===== config.mk =====
export PLATFORM = sky130hd
export DESIGN_NAME = axil_cmd_master_flat
export DESIGN_NICKNAME = d
export VERILOG_FILES = /design/src/rtl/axil_cmd_master_if.sv /design/src/rtl/axil_cmd_master.sv /design/src/flat_wrapper.sv
export SDC_FILE = /design/constraint.sdc
export NUM_CORES = 1
export LEC_CHECK = 0
export ABC_AREA = 1
export CAP_MARGIN = 20
export CORE_UTILIZATION = 28
export DETAILED_ROUTE_END_ITERATION = 12
export MAX_ROUTING_LAYER = met4
export SYNTH_ARGS = -nofsm -noshare
export SYNTH_HDL_FRONTEND = slang
export SYNTH_SLANG_ARGS = --single-unit

===== constraint.sdc =====
create_clock -name clk -period 1.83 [get_ports clk]
set_input_delay 0.549 -clock clk [delete_from_list [all_inputs] [get_ports clk]]
set_output_delay 0.549 -clock clk [all_outputs]
set_load 0.01 [all_outputs]

===== src/rtl/axil_cmd_master_if.sv =====
// AXI-Lite master/slave channel bundle between axil_cmd_master and the register map.
interface axil_cmd_master_if #(
  parameter int ADDR_WIDTH = 32,
  parameter int DATA_WIDTH = 32
);
  localparam int STRB_WIDTH = DATA_WIDTH / 8;

  logic [ADDR_WIDTH-1:0] awaddr;
  logic [2:0]            awprot;
  logic                  awvalid;
  logic                  awready;

  logic [DATA_WIDTH-1:0] wdata;
  logic [STRB_WIDTH-1:0] wstrb;
  logic                  wvalid;
  logic                  wready;

  logic [1:0]            bresp;
  logic                  bvalid;
  logic                  bready;

  logic [ADDR_WIDTH-1:0] araddr;
  logic [2:0]            arprot;
  logic                  arvalid;
  logic                  arready;

  logic [DATA_WIDTH-1:0] rdata;
  logic [1:0]            rresp;
  logic                  rvalid;
  logic                  rready;

  modport master (
    output awaddr, awprot, awvalid,
    input  awready,
    output wdata, wstrb, wvalid,
    input  wready,
    input  bresp, bvalid,
    output bready,
    output araddr, arprot, arvalid,
    input  arready,
    input  rdata, rresp, rvalid,
    output rready
  );

  modport slave (
    input  awaddr, awprot, awvalid,
    output awready,
    input  wdata, wstrb, wvalid,
    output wready,
    output bresp, bvalid,
    input  bready,
    input  araddr, arprot, arvalid,
    output arready,
    output rdata, rresp, rvalid,
    input  rready
  );
endinterface


===== src/rtl/axil_cmd_master.sv =====
// Converts a valid/ready command stream into single AXI-Lite transactions,
// one outstanding at a time, and returns each completion on a response stream.
//
// state   | meaning
// --------+-----------------------------------------------------------
// IDLE    | cmd_ready high, waiting for a command
// WR_REQ  | AW and W offered; each drops independently after its handshake
// WR_RESP | bready high, waiting for the write response
// RD_REQ  | AR offered until accepted
// RD_DATA | rready high, waiting for read data
// RSP     | response held on the rsp stream until rsp_ready
module axil_cmd_master #(
  parameter int         ADDR_WIDTH = 32,
  parameter int         DATA_WIDTH = 32,
  parameter logic [2:0] PROT       = 3'b000
) (
  input  logic                    clk,
  input  logic                    rstn,

  input  logic                    cmd_valid,
  output logic                    cmd_ready,
  input  logic                    cmd_write,
  input  logic [ADDR_WIDTH-1:0]   cmd_addr,
  input  logic [DATA_WIDTH-1:0]   cmd_wdata,
  input  logic [DATA_WIDTH/8-1:0] cmd_wstrb,

  output logic                    rsp_valid,
  input  logic                    rsp_ready,
  output logic                    rsp_write,
  output logic [DATA_WIDTH-1:0]   rsp_rdata,
  output logic [1:0]              rsp_resp,

  axil_cmd_master_if.master       cbus
);

  localparam int STRB_WIDTH = DATA_WIDTH / 8;

  typedef enum logic [2:0] {
    IDLE    = 3'd0,
    WR_REQ  = 3'd1,
    WR_RESP = 3'd2,
    RD_REQ  = 3'd3,
    RD_DATA = 3'd4,
    RSP     = 3'd5
  } state_t;

  state_t                state;
  state_t                state_nxt;

  logic [ADDR_WIDTH-1:0] addr_q;
  logic [DATA_WIDTH-1:0] wdata_q;
  logic [STRB_WIDTH-1:0] wstrb_q;
  logic                  write_q;
  logic [DATA_WIDTH-1:0] rdata_q;
  logic [1:0]            resp_q;
  logic                  aw_done;
  logic                  w_done;

  logic                  awvalid_c;
  logic                  wvalid_c;
  logic                  bready_c;
  logic                  arvalid_c;
  logic                  rready_c;
  logic                  cmd_ready_c;
  logic                  rsp_valid_c;

  logic                  cmd_fire;
  logic                  aw_fire;
  logic                  w_fire;
  logic                  b_fire;
  logic                  r_fire;

  assign cmd_fire = cmd_valid && cmd_ready_c;
  assign aw_fire  = awvalid_c && cbus.awready;
  assign w_fire   = wvalid_c && cbus.wready;
  assign b_fire   = bready_c && cbus.bvalid;
  assign r_fire   = rready_c && cbus.rvalid;

  always_ff @(posedge clk or negedge rstn) begin
    if (!rstn) begin
      state <= IDLE;
    end else begin
      state <= state_nxt;
    end
  end

  // Valids are decoded from the registered state so reset drops them at once.
  always_comb begin
    state_nxt   = state;
    cmd_ready_c = 1'b0;
    awvalid_c   = 1'b0;
    wvalid_c    = 1'b0;
    bready_c    = 1'b0;
    arvalid_c   = 1'b0;
    rready_c    = 1'b0;
    rsp_valid_c = 1'b0;
    case (state)
      IDLE: begin
        cmd_ready_c = 1'b1;
        if (cmd_valid) begin
          state_nxt = cmd_write ? WR_REQ : RD_REQ;
        end
      end
      WR_REQ: begin
        awvalid_c = !aw_done;
        wvalid_c  = !w_done;
        if ((aw_done || (!aw_done && cbus.awready)) &&
            (w_done  || (!w_done  && cbus.wready))) begin
          state_nxt = WR_RESP;
        end
      end
      WR_RESP: begin
        bready_c = 1'b1;
        if (cbus.bvalid) begin
          state_nxt = RSP;
        end
      end
      RD_REQ: begin
        arvalid_c = 1'b1;
        if (cbus.arready) begin
          state_nxt = RD_DATA;
        end
      end
      RD_DATA: begin
        rready_c = 1'b1;
        if (cbus.rvalid) begin
          state_nxt = RSP;
        end
      end
      RSP: begin
        rsp_valid_c = 1'b1;
        if (rsp_ready) begin
          state_nxt = IDLE;
        end
      end
      default: begin
        state_nxt = IDLE;
      end
    endcase
  end

  always_ff @(posedge clk or negedge rstn) begin
    if (!rstn) begin
      addr_q  <= '0;
      wdata_q <= '0;
      wstrb_q <= '0;
      write_q <= 1'b0;
      rdata_q <= '0;
      resp_q  <= 2'b00;
      aw_done <= 1'b0;
      w_done  <= 1'b0;
    end else begin
      if (cmd_fire) begin
        addr_q  <= cmd_addr;
        wdata_q <= cmd_wdata;
        wstrb_q <= cmd_wstrb;
        write_q <= cmd_write;
        aw_done <= 1'b0;
        w_done  <= 1'b0;
      end
      if (aw_fire) begin
        aw_done <= 1'b1;
      end
      if (w_fire) begin
        w_done <= 1'b1;
      end
      if (b_fire) begin
        resp_q  <= cbus.bresp;
        rdata_q <= '0;
      end
      if (r_fire) begin
        resp_q  <= cbus.rresp;
        rdata_q <= cbus.rdata;
      end
    end
  end

  assign cmd_ready    = cmd_ready_c;
  assign rsp_valid    = rsp_valid_c;
  assign rsp_write    = write_q;
  assign rsp_rdata    = rdata_q;
  assign rsp_resp     = resp_q;

  assign cbus.awaddr  = addr_q;
  assign cbus.awprot  = PROT;
  assign cbus.awvalid = awvalid_c;
  assign cbus.wdata   = wdata_q;
  assign cbus.wstrb   = wstrb_q;
  assign cbus.wvalid  = wvalid_c;
  assign cbus.bready  = bready_c;
  assign cbus.araddr  = addr_q;
  assign cbus.arprot  = PROT;
  assign cbus.arvalid = arvalid_c;
  assign cbus.rready  = rready_c;

endmodule


===== src/flat_wrapper.sv =====
// flat-port wrapper written by rule: the top's interface ports become plain ports
module axil_cmd_master_flat 
#(
  parameter int         ADDR_WIDTH = 32,
  parameter int         DATA_WIDTH = 32,
  parameter logic [2:0] PROT       = 3'b000
)
  (clk, rstn, cmd_valid, cmd_ready, cmd_write, cmd_addr, cmd_wdata, cmd_wstrb, rsp_valid, rsp_ready, rsp_write, rsp_rdata, rsp_resp, cbus_awaddr, cbus_awprot, cbus_awvalid, cbus_awready, cbus_wdata, cbus_wstrb, cbus_wvalid, cbus_wready, cbus_bresp, cbus_bvalid, cbus_bready, cbus_araddr, cbus_arprot, cbus_arvalid, cbus_arready, cbus_rdata, cbus_rresp, cbus_rvalid, cbus_rready);
  axil_cmd_master_if #(.ADDR_WIDTH(ADDR_WIDTH), .DATA_WIDTH(DATA_WIDTH)) cbus_i ();
  input  logic clk;
  input  logic rstn;
  input  logic cmd_valid;
  output logic cmd_ready;
  input  logic cmd_write;
  input  logic [ADDR_WIDTH-1:0] cmd_addr;
  input  logic [DATA_WIDTH-1:0] cmd_wdata;
  input  logic [DATA_WIDTH/8-1:0] cmd_wstrb;
  output logic rsp_valid;
  input  logic rsp_ready;
  output logic rsp_write;
  output logic [DATA_WIDTH-1:0] rsp_rdata;
  output logic [1:0] rsp_resp;
  output wire logic [$bits(cbus_i.awaddr)-1:0] cbus_awaddr;
  output wire logic [$bits(cbus_i.awprot)-1:0] cbus_awprot;
  output wire logic [$bits(cbus_i.awvalid)-1:0] cbus_awvalid;
  input wire logic [$bits(cbus_i.awready)-1:0] cbus_awready;
  output wire logic [$bits(cbus_i.wdata)-1:0] cbus_wdata;
  output wire logic [$bits(cbus_i.wstrb)-1:0] cbus_wstrb;
  output wire logic [$bits(cbus_i.wvalid)-1:0] cbus_wvalid;
  input wire logic [$bits(cbus_i.wready)-1:0] cbus_wready;
  input wire logic [$bits(cbus_i.bresp)-1:0] cbus_bresp;
  input wire logic [$bits(cbus_i.bvalid)-1:0] cbus_bvalid;
  output wire logic [$bits(cbus_i.bready)-1:0] cbus_bready;
  output wire logic [$bits(cbus_i.araddr)-1:0] cbus_araddr;
  output wire logic [$bits(cbus_i.arprot)-1:0] cbus_arprot;
  output wire logic [$bits(cbus_i.arvalid)-1:0] cbus_arvalid;
  input wire logic [$bits(cbus_i.arready)-1:0] cbus_arready;
  input wire logic [$bits(cbus_i.rdata)-1:0] cbus_rdata;
  input wire logic [$bits(cbus_i.rresp)-1:0] cbus_rresp;
  input wire logic [$bits(cbus_i.rvalid)-1:0] cbus_rvalid;
  output wire logic [$bits(cbus_i.rready)-1:0] cbus_rready;
  assign cbus_awaddr = cbus_i.awaddr;
  assign cbus_awprot = cbus_i.awprot;
  assign cbus_awvalid = cbus_i.awvalid;
  assign cbus_i.awready = cbus_awready;
  assign cbus_wdata = cbus_i.wdata;
  assign cbus_wstrb = cbus_i.wstrb;
  assign cbus_wvalid = cbus_i.wvalid;
  assign cbus_i.wready = cbus_wready;
  assign cbus_i.bresp = cbus_bresp;
  assign cbus_i.bvalid = cbus_bvalid;
  assign cbus_bready = cbus_i.bready;
  assign cbus_araddr = cbus_i.araddr;
  assign cbus_arprot = cbus_i.arprot;
  assign cbus_arvalid = cbus_i.arvalid;
  assign cbus_i.arready = cbus_arready;
  assign cbus_i.rdata = cbus_rdata;
  assign cbus_i.rresp = cbus_rresp;
  assign cbus_i.rvalid = cbus_rvalid;
  assign cbus_rready = cbus_i.rready;
  axil_cmd_master #(.ADDR_WIDTH(ADDR_WIDTH), .DATA_WIDTH(DATA_WIDTH), .PROT(PROT)) u_core (.clk(clk), .rstn(rstn), .cmd_valid(cmd_valid), .cmd_ready(cmd_ready), .cmd_write(cmd_write), .cmd_addr(cmd_addr), .cmd_wdata(cmd_wdata), .cmd_wstrb(cmd_wstrb), .rsp_valid(rsp_valid), .rsp_ready(rsp_ready), .rsp_write(rsp_write), .rsp_rdata(rsp_rdata), .rsp_resp(rsp_resp), .cbus(cbus_i));
endmodule

==> impl_metrics.env <==
export IMPL_row_count=46
export IMPL_fillCellCount=1508
export IMPL_cts_sinks=108
export IMPL_setup_viol=0
export IMPL_powerDensity_nw_per_um2=1560
export IMPL_route_final_wire_length_mm=13.2
export IMPL_period_share=0.980
export IMPL_hold_violations=0
export IMPL_path_clk_slew_ns=0.07
export IMPL_r2r_cells=8
export IMPL_gp_congestion=0.726
export IMPL_grt_ovfl_total=0
export IMPL_final_common_cell="nand2_1"
export IMPL_synth_cells=552
export IMPL_route_detailed_drc=0
export IMPL_cts_hold_buf=0
export IMPL_peakVddDrop_mv=0.538
export IMPL_worst_setup_path_type="reg2out"
export IMPL_cp_arrival_ns=1.24
export IMPL_drv_cap=0
export IMPL_syn2layout_area_growth_pct=67.9
export IMPL_drive_above_1_share=0.0785
export IMPL_slowest_delay_ns=0.55
export IMPL_htreeDepth=3
export IMPL_wl_per_cell_um=13.1
export IMPL_grt_pass1_wl_mm=19.7
export IMPL_finalNonFillerCells=1006
export IMPL_cp_start_kind="flip-flop"
export IMPL_ys_seq_area_frac=0.588
export IMPL_cp_cell_sequence="clkdlybuf4s50_1"
export IMPL_die_w_um=130
export IMPL_vias=4175
export IMPL_finClkSkew_ns=0.00725
export IMPL_initial_core_util=0.288
export IMPL_die_area_um2=16900
export IMPL_hpwl_mm=9.80
export IMPL_cp_data_required_time_ns=1.28
export IMPL_cts_tree="built"
export IMPL_yosys_register_bits=108
export IMPL_grt_max_degree=50
export IMPL_antenna_found_initial=0
export IMPL_placed_cells=988
export IMPL_critical_path_slowest_cell="clkdlybuf4s50_1"
export IMPL_final_core_util=0.484
export IMPL_cts_buffers=9
export IMPL_crit_cells=1
export IMPL_fp_dieH_um=130
export IMPL_yosys_warnings=0
export IMPL_synth_avg_cell_area_um2=8.33
export IMPL_outcome="finished clean"
export IMPL_crit_family="buffers and inverters"
export IMPL_ant_nets=0
export IMPL_tns_ns=0
export IMPL_core_area_um2=15900
export IMPL_mostFrequentLayoutCells="nand2_1, clkdlybuf4s50_1, dfrtp_1, dlymetal6s2s_1, dlygate4sd2_1"
export IMPL_slew_viol_final=0
export IMPL_cp_num_buf_inv=1
export IMPL_nets=899
export IMPL_clk_latency_ns=0.35
export IMPL_crit_path_max_fanout=2
export IMPL_ioPinCount=262
export IMPL_slew_limit_headroom=0.630
export IMPL_portBuffers=255
export IMPL_fin_hold_ws_ns=0.0878
export IMPL_fmax_mhz=558
export IMPL_p_total_mw=12.0
export IMPL_seq_area_um2=2710
export IMPL_syn_area_um2=4600
export IMPL_grt_pass1_vias=3978
export IMPL_min_path_type="in2async"
export IMPL_tightest_slew_ns=0.554
export IMPL_rsz0062_at_grt="true"
export IMPL_viasPerCell=4.15
export IMPL_cts_path_max_buffers=2
export IMPL_ys_types=18
export IMPL_clock_root_buffer="clkbuf_16"
export IMPL_multiInputGateArea_um2=1460
export IMPL_antenna_cells=0
export IMPL_power_leakage_nw=4.88
export IMPL_drt_iter0_drc=145
export IMPL_firstDrtPassIters=4
export IMPL_cp_end_kind="output pin"
export IMPL_timing_final_crit_period_ns=1.79
export IMPL_grt_usage=0.157
[layer usage]
layer,track usage,up-vias,part of all wire
li1,-,2078,-
met1,0.182,1920,0.41
met2,0.265,159,0.50
met3,0.0287,18,0.062
met4,0.0725,0,0.022
met5,-,-,0
[flip-flops by register name, summed over array words and instances (netlist names)]
register / cells
u_core.rsp_resp: 2
u_core.cbus.wstrb: 4
u_core.aw_done: 1
u_core.rsp_write: 1
u_core.cbus.wdata: 32
u_core.cbus.araddr: 32
u_core.w_done: 1
u_core.rsp_rdata: 32
u_core.state: 3
[synth_stat cells]
cell      count  share of area
nand3_1       9         0.0098
nor2_4        2         0.0049
o21ai_0       7         0.0076
nand3b_1      1         0.0016
buf_2        18          0.020
clkinv_1      1        0.00082
nand2_2       1         0.0014
dfrtp_1     108           0.59
buf_4        39          0.064
buf_6         2         0.0049
nand2_1     328           0.27
nor2_2        1         0.0014
inv_2         3         0.0024
conb_1        1        0.00082
clkbuf_1      1        0.00082
a21oi_1       1         0.0011
nor2_1       14          0.011
inv_1        15          0.012
[cells by family (layout without fill, tap and decap cells)]
family                 Yosys count  count (layout)  synth area share
other                            1               6          0.000816
and+or+nand+nor                356             356             0.298
buffers and inverters           79             312             0.104
DFF                            108             108             0.588
AOI/OAI and AO/OA                8               8           0.00871
[area by class of cell]
cell class | instances | share of cell area
clock buffer | 10 | 0.0310
clock inverter | 6 | 0.00907
inverter | 19 | 0.00924
multi-input combinational | 370 | 0.190
sequential | 108 | 0.350
tap | 216 | 0.0350
timing repair buffer | 277 | 0.376
[where the power goes]
part	internal [mW]	switching (mW)	leakage, nW	total, mW
sequential	3.54	0.682	1.37	4.22
combinational	2.92	2.90	3.36	5.82
clock	1.11	0.891	0.153	2.00
[final timing paths]
check | slack [ns] | end | startpoint
setup reg to reg | 0.30 | u_core.cbus.araddr[3]$_DFFE_PN0P_ | u_core.state[0]$_DFFE_PN0P_
setup / recovery | 0.04 | rsp_rdata[6] | u_core.rsp_rdata[6]$_DFFE_PN0P_
max in group asynchronous | 1.16 | u_core.state[0]$_DFFE_PN0P_ | rstn
min in group clk | 0.46 | u_core.cbus.wstrb[3]$_DFFE_PN0P_ | u_core.cbus.wstrb[3]$_DFFE_PN0P_
hold reg to reg | 0.46 | u_core.cbus.wstrb[3]$_DFFE_PN0P_ | u_core.cbus.wstrb[3]$_DFFE_PN0P_
hold / removal | 0.09 | u_core.cbus.araddr[2]$_DFFE_PN0P_ | rstn
[through the flow]
stage	cell area, um2	setup slack [ns]
floorplan	4620	0.389
global placement	7250	-0.101
detailed placement	7250	-0.118
CTS	7510	0.000323
global route	7720	-0.0303
finish	7720	0.0364
[repair_timing]
| item | in CTS | in global routing |
|---|---|---|
| pin swaps | 2 | 1 |
| setup endpoints to repair | 63 | 83 |
| gates resized for setup | 87 | 84 |
| gates cloned | 0 | 0 |
| buffers inserted | 2 | 0 |
Power figures use the tool's default switching activity.
